--- src/rtl/mul_accumulator.sv ---
// Multiply-accumulate stage: sums N_TERMS successive 8-bit products into an
// ACC_W-bit accumulator and hands the total off over a valid/ready port.
module mul_accumulator #(
  parameter int unsigned N_TERMS = 4,
  parameter int unsigned ACC_W   = 12
) (
  input  logic             clk,
  input  logic             rst_n,
  input  logic             start,
  input  logic [7:0]       prod,
  input  logic             in_valid,
  output logic             in_ready,
  output logic [ACC_W-1:0] acc_out,
  output logic             ovf,
  output logic             out_valid,
  input  logic             out_ready
);

  localparam int unsigned CNT_W = (N_TERMS > 1) ? $clog2(N_TERMS) : 1;
  localparam int unsigned SUM_W = ACC_W + 1;
  localparam logic [CNT_W-1:0] LAST = CNT_W'(N_TERMS - 1);

  typedef enum logic [1:0] {
    IDLE  = 2'd0,
    ACCUM = 2'd1,
    HOLD  = 2'd2
  } state_t;

  state_t           state;
  logic [ACC_W-1:0] acc;
  logic [CNT_W-1:0] cnt;
  logic [SUM_W-1:0] sum;

  // One extra bit catches the carry out of the accumulator for ovf.
  assign sum      = {1'b0, acc} + SUM_W'(prod);
  assign in_ready = (state == ACCUM);

  always_ff @(posedge clk or negedge rst_n) begin
    if (!rst_n) begin
      state     <= IDLE;
      acc       <= '0;
      cnt       <= '0;
      acc_out   <= '0;
      ovf       <= 1'b0;
      out_valid <= 1'b0;
    end else begin
      case (state)
        IDLE: begin
          if (start) begin
            state <= ACCUM;
            acc   <= '0;
            cnt   <= '0;
            ovf   <= 1'b0;
          end
        end
        ACCUM: begin
          if (in_valid) begin
            acc <= sum[ACC_W-1:0];
            ovf <= ovf | sum[ACC_W];
            cnt <= cnt + CNT_W'(1);
            if (cnt == LAST) begin
              acc_out   <= sum[ACC_W-1:0];
              out_valid <= 1'b1;
              state     <= HOLD;
            end
          end
        end
        HOLD: begin
          // A start coinciding with the handoff skips IDLE entirely.
          if (out_ready) begin
            out_valid <= 1'b0;
            if (start) begin
              state <= ACCUM;
              acc   <= '0;
              cnt   <= '0;
              ovf   <= 1'b0;
            end else begin
              state <= IDLE;
            end
          end
        end
        default: state <= IDLE;
      endcase
    end
  end

endmodule

--- config.mk ---
export PLATFORM = sky130hd
export DESIGN_NAME = mul_accumulator
export DESIGN_NICKNAME = d
export VERILOG_FILES = /design/src/rtl/mul_accumulator.sv
export SDC_FILE = /design/constraint.sdc
export NUM_CORES = 1
export LEC_CHECK = 0
export ABC_CLOCK_PERIOD_IN_PS = 2540
export BUFFER_PORTS_ARGS = -buffer_cell sky130_fd_sc_hd__buf_2
export CAP_MARGIN = 20
export CORE_UTILIZATION = 50
export DETAILED_ROUTE_END_ITERATION = 8
export PLACE_DENSITY = 0.72
export SYNTH_ARGS = -nofsm -noshare
export SYNTH_HDL_FRONTEND = slang
export SYNTH_SLANG_ARGS = --single-unit
--- constraint.sdc ---
create_clock -name clk -period 2.54 [get_ports clk]
set_input_delay 0.254 -clock clk [delete_from_list [all_inputs] [get_ports clk]]
set_output_delay 0.254 -clock clk [all_outputs]
set_load 0.1 [all_outputs]
== After elaboration in Yosys (flattened, before gate mapping) ==
Cells that the tools add are included.
Operators by class
  $add $sub $neg: 2
  equality and inequality tests: 7
  muxes and demuxes: 22
  bitwise logic cells: 1
  reductions and logical operators: 7
Operators by type and width (count)
  two-way mux 12 bit: 3
  case mux 12 bit (3 select lines): 1
  two-way mux 2 bit: 7
  adder 12 x 8 -> 13 bit: 1
  case mux 2 bit (3 select lines): 2
  AND reduction 4 bit: 2
  two-way mux 1 bit: 7
  inequality test 2 bit, second input constant: 3
  AND reduction 3 bit: 2
  == test 2 bit, second input constant: 2
  case mux 1 bit (3 select lines): 1
  nonzero test 3 bit: 1
  adder 2 x 1 -> 2 bit, second input constant: 1
  == test 2 x 1 -> 1 bit, second input constant: 1
  zero test 2 bit: 1
  inequality test 2 x 1 -> 1 bit, second input constant: 1
  case mux 1 bit (2 select lines): 1
  nonzero test 2 bit: 1
  OR 1 bit: 1
Storage, ports and cells
  bits in registers: 30
  bits of input ports: 13
  logic and storage cells: 45

== Logic depth before layout (Yosys ltp) ==
  depth after elaboration: 4
  depth in mapped cells: 8

== Least setup slack after synthesis ==
OpenSTA, ideal clock, no wires.
  path type: register -> register
  start point: reg acc[0]
  end point: reg acc[8]
  setup time: 0.125 ns
  arrival time: 1.791 ns
  data required time: 2.415 ns
  setup slack: 0.624 ns
  stages on the path, launching flop included: 9
  path buffers: 0
  path through: dfrtp_1 > ha_1 > inv_1 > fa_1 > nand2b_1 > a21oi_2 > a21oi_1 > a21o_1 > mux2_2
Between the ends
  word-level cells in the longest chain between the ends: 3
Ends and longest elaborated chain
  start: declaration: line 30  | logic [ACC_W-1:0] acc;
  start signal: assignment: line 58  | acc <= sum[ACC_W-1:0];
  adder 12 x 8 -> 13 bit: line 35  | assign sum = {1'b0, acc} + SUM_W'(prod);
  two-way mux 12 bit: line 57  | if (in_valid) begin
  case mux 12 bit (3 select lines): line 47  | case (state)
No other way between the ends. The select of a mux whose other input is x is not followed.
A chain may end at the register's enable or synchronous reset.

== Worst setup path after layout ==
Ends and elaborated chain as after synthesis.

==> results by group <==
Yosys
  • Simple-Gate Fraction of Synth Area: 16.0%
  • Top cells by area, synth: dfrtp_1 46%, nand2_1 7.1%, ha_1 6.8%
  • Largest family of logic cells by synthesized area: compound AO/OA/AOI/OAI gates
  • Yosys reg bits: 30
  • Syn_nets: 198
  • Mapped Area: 0.00165 mm2
  • Top cell type by total area after synthesis: dfrtp_1
  • Post-synthesis xor/xnor area fraction: 5.32%
  • Sequential area share after synthesis: 45.6%
  • Syn_area_per_cell: 9.40 um2
  • Synth Area in Compound Gates: 19.5%
  • Synth Area in Adders: 8.06%
  • Synth top area share: 45.6%
  • Post-synthesis mux area share: 1.37%
  • Syn Inst Count: 175
  • Ys Warns: 0
  • Synth unique cells: 36

Global route
  • Maximum number of pins on one net before global-route repair: 31
  • Met3 GRT Util: 6.55%
  • Vias in the first global route: 1323
  • GRT overflow: 0
  • Global-route track usage on met2: 37.7%
  • All-Layer GR Usage: 21.8%
  • Initial antenna violation count: 0
  • First-pass GRT wire length: 5680 um
  • Grt peak-use layer: met2
  • Routing usage on met1: 25.7%

Clock tree
  • Clk_lat worst skew: 0.34 ns
  • Clock Sinks: 30
  • Root cell of the clock tree: clkbuf_4
  • Max Root-Sink Buffers: 2
  • H-tree levels: 2
  • TritonCTS Buffers: 5
  • CTS tree: yes
  • Clock transition at path regs: 0.09 ns
  • Post-cts sizing count: 0

Critical path
  • WP data required: 2.77 ns
  • Worst Path Max Fanout: 3
  • Flop2flop setup slack: 0.47 ns
  • Worst Path Arrival: 2.30 ns
  • Critical Path Start Type: register
  • Crit path kind: register to register
  • Critical path capture point type: register

STA
  • Final Hold Fails: 0
  • Final setup vio count: 0
  • Slew HR: 56.0%
  • Crit share post-route: 81.6%
  • Slew @ Worst Pin: 0.660 ns
  • Setup TNS: 0 ns
  • Layout Skew: 0.00415 ns
  • Final min period: 2.07 ns
  • RSZ-0062 raised after global routing: false
  • F_max: 482 MHz
  • Slew Viols, Final: 0

Die
  • Ports: 28
  • Chip Width: 59.4 um
  • Total die area: 0.00352 mm2
  • Core area: 0.00308 mm2
  • Initial Util: 53.5%
  • Std-Cell Rows: 20
  • Chip height: 59.4 um

Finish
  • Share of cells above drive strength 1: 22.9%
  • Area grow syn2layout: 15.1%
  • Final net count: 227
  • ANT cells: 0

Detailed routing
  • Post-DR wirelength/cell: 13.2 um
  • Via count: 1305
  • First-pass iteration count of the detailed router: 4
  • 1st-iter DRT viols: 38
  • Via density: 5.24
  • Post-DRT Antenna Nets: 0
  • Drt drc: 0
  • Final WL: 3300 um

Placed design
  • DP Wirelength: 2420 um
  • Port bufs: 27
  • Routability cong.: 0.855

Outcome
  • Outcome: finished, final reports clean

Job
  • Max-Cap Viols: 0

Worst hold path
  • Hold crit path type: input port to register
layout make-up:
type                       count  area (um2)
timing repair buffer          29         153
inverter                       8        30.0
multi-input combinational    130         827
clock buffer                   8        78.8
tap                           44        55.1
sequential                    30         751
fill                         275        1180
path summary, 6_finish.rpt:
| path | from | to | depth (start not counted) |
|---|---|---|---|
| max in group asynchronous | rst_n | state[0] | 2 |
| max reg2reg | acc[0] | acc[8] | 8 |
| min in group asynchronous | rst_n | acc_out[6] | 2 |
| min reg2reg | acc_out[4] | acc_out[4] | 2 |
| min | out_ready | state[1] | 2 |
| max | acc[0] | acc[8] | 8 |
critical path: stages, from the launching register on:
cell	delay, ns
dfrtp_1	0.36
ha_1	0.19
inv_1	0.06
fa_1	0.40
nand2b_1	0.20
a21oi_2	0.17
a21oi_1	0.14
a21o_1	0.20
mux2_2	0.25
cell usage in the layout, fill, tap and decap left out, drive strengths merged, types with 5 or more instances in the layout:
cell    Yosys  layout
nand2      32      32
nor2        8       8
inv         8       8
clkbuf      0       8
o21ai      28      28
xor2        5       5
buf         7      28
a21oi      12      12
ha          9       9
dfrtp      30      30
xnor2       5       5
metal layers:
layer | vias to the layer above | share of wire (%)
li1 | 663 | -
met1 | 608 | 46
met2 | 29 | 49
met3 | 5 | 3.9
met4 | 0 | 1.0
met5 | - | 0
kinds of logic after synthesis:
kind of cell,after synthesis
xor+xnor,10
buf+inv,15
compound gates,52
flops,30
simple gates,56
fa+ha+maj,10
mux,2
cell usage after synthesis (all sizes together):
master	number
a211oi	3
a21o	2
a21oi	12
a22o	2
a31oi	2
and2	2
buf	7
dfrtp	30
fa	1
ha	9
inv	8
mux2	2
nand2	32
nand2b	1
nand3	3
nand4	1
nor2	8
nor2b	3
nor3	1
nor3b	1
nor4	1
o211ai	1
o21ai	28
o31ai	1
o41ai	1
or3	3
xnor2	5
xor2	5
repair_timing:
action | CTS | global route
hold buffers | 1 | 0
setup buffers | 0 | 0
hold endpoints to repair | 30 | 0
flip-flops by register name, indices dropped and copies added (netlist names):
| signal | cells |
|---|---|
| acc_out | 12 |
| acc | 12 |
| ovf | 1 |
| state | 2 |
| out_valid | 1 |
| cnt | 2 |
through the flow:
stage / std cells / setup slack (ns) / utilization (%) / cell area (um2) / hold slack, ns
after detailed placement: 240 / 0.492 / 58.7 / 1810 / 0.328
final: 249 / 0.466 / 61.5 / 1890 / 0.127
after global placement: 240 / 0.568 / 58.7 / 1810 / 0.317
after CTS: 249 / 0.456 / 61.5 / 1890 / 0.110
after floorplan: 175 / 0.624 / - / 1650 / -0.0416
after global routing: 249 / 0.346 / 61.5 / 1890 / 0.127
Power is left out: the tool's default activity adds up to more than one toggle a clock period on the data nets, which glitch-free logic cannot reach.
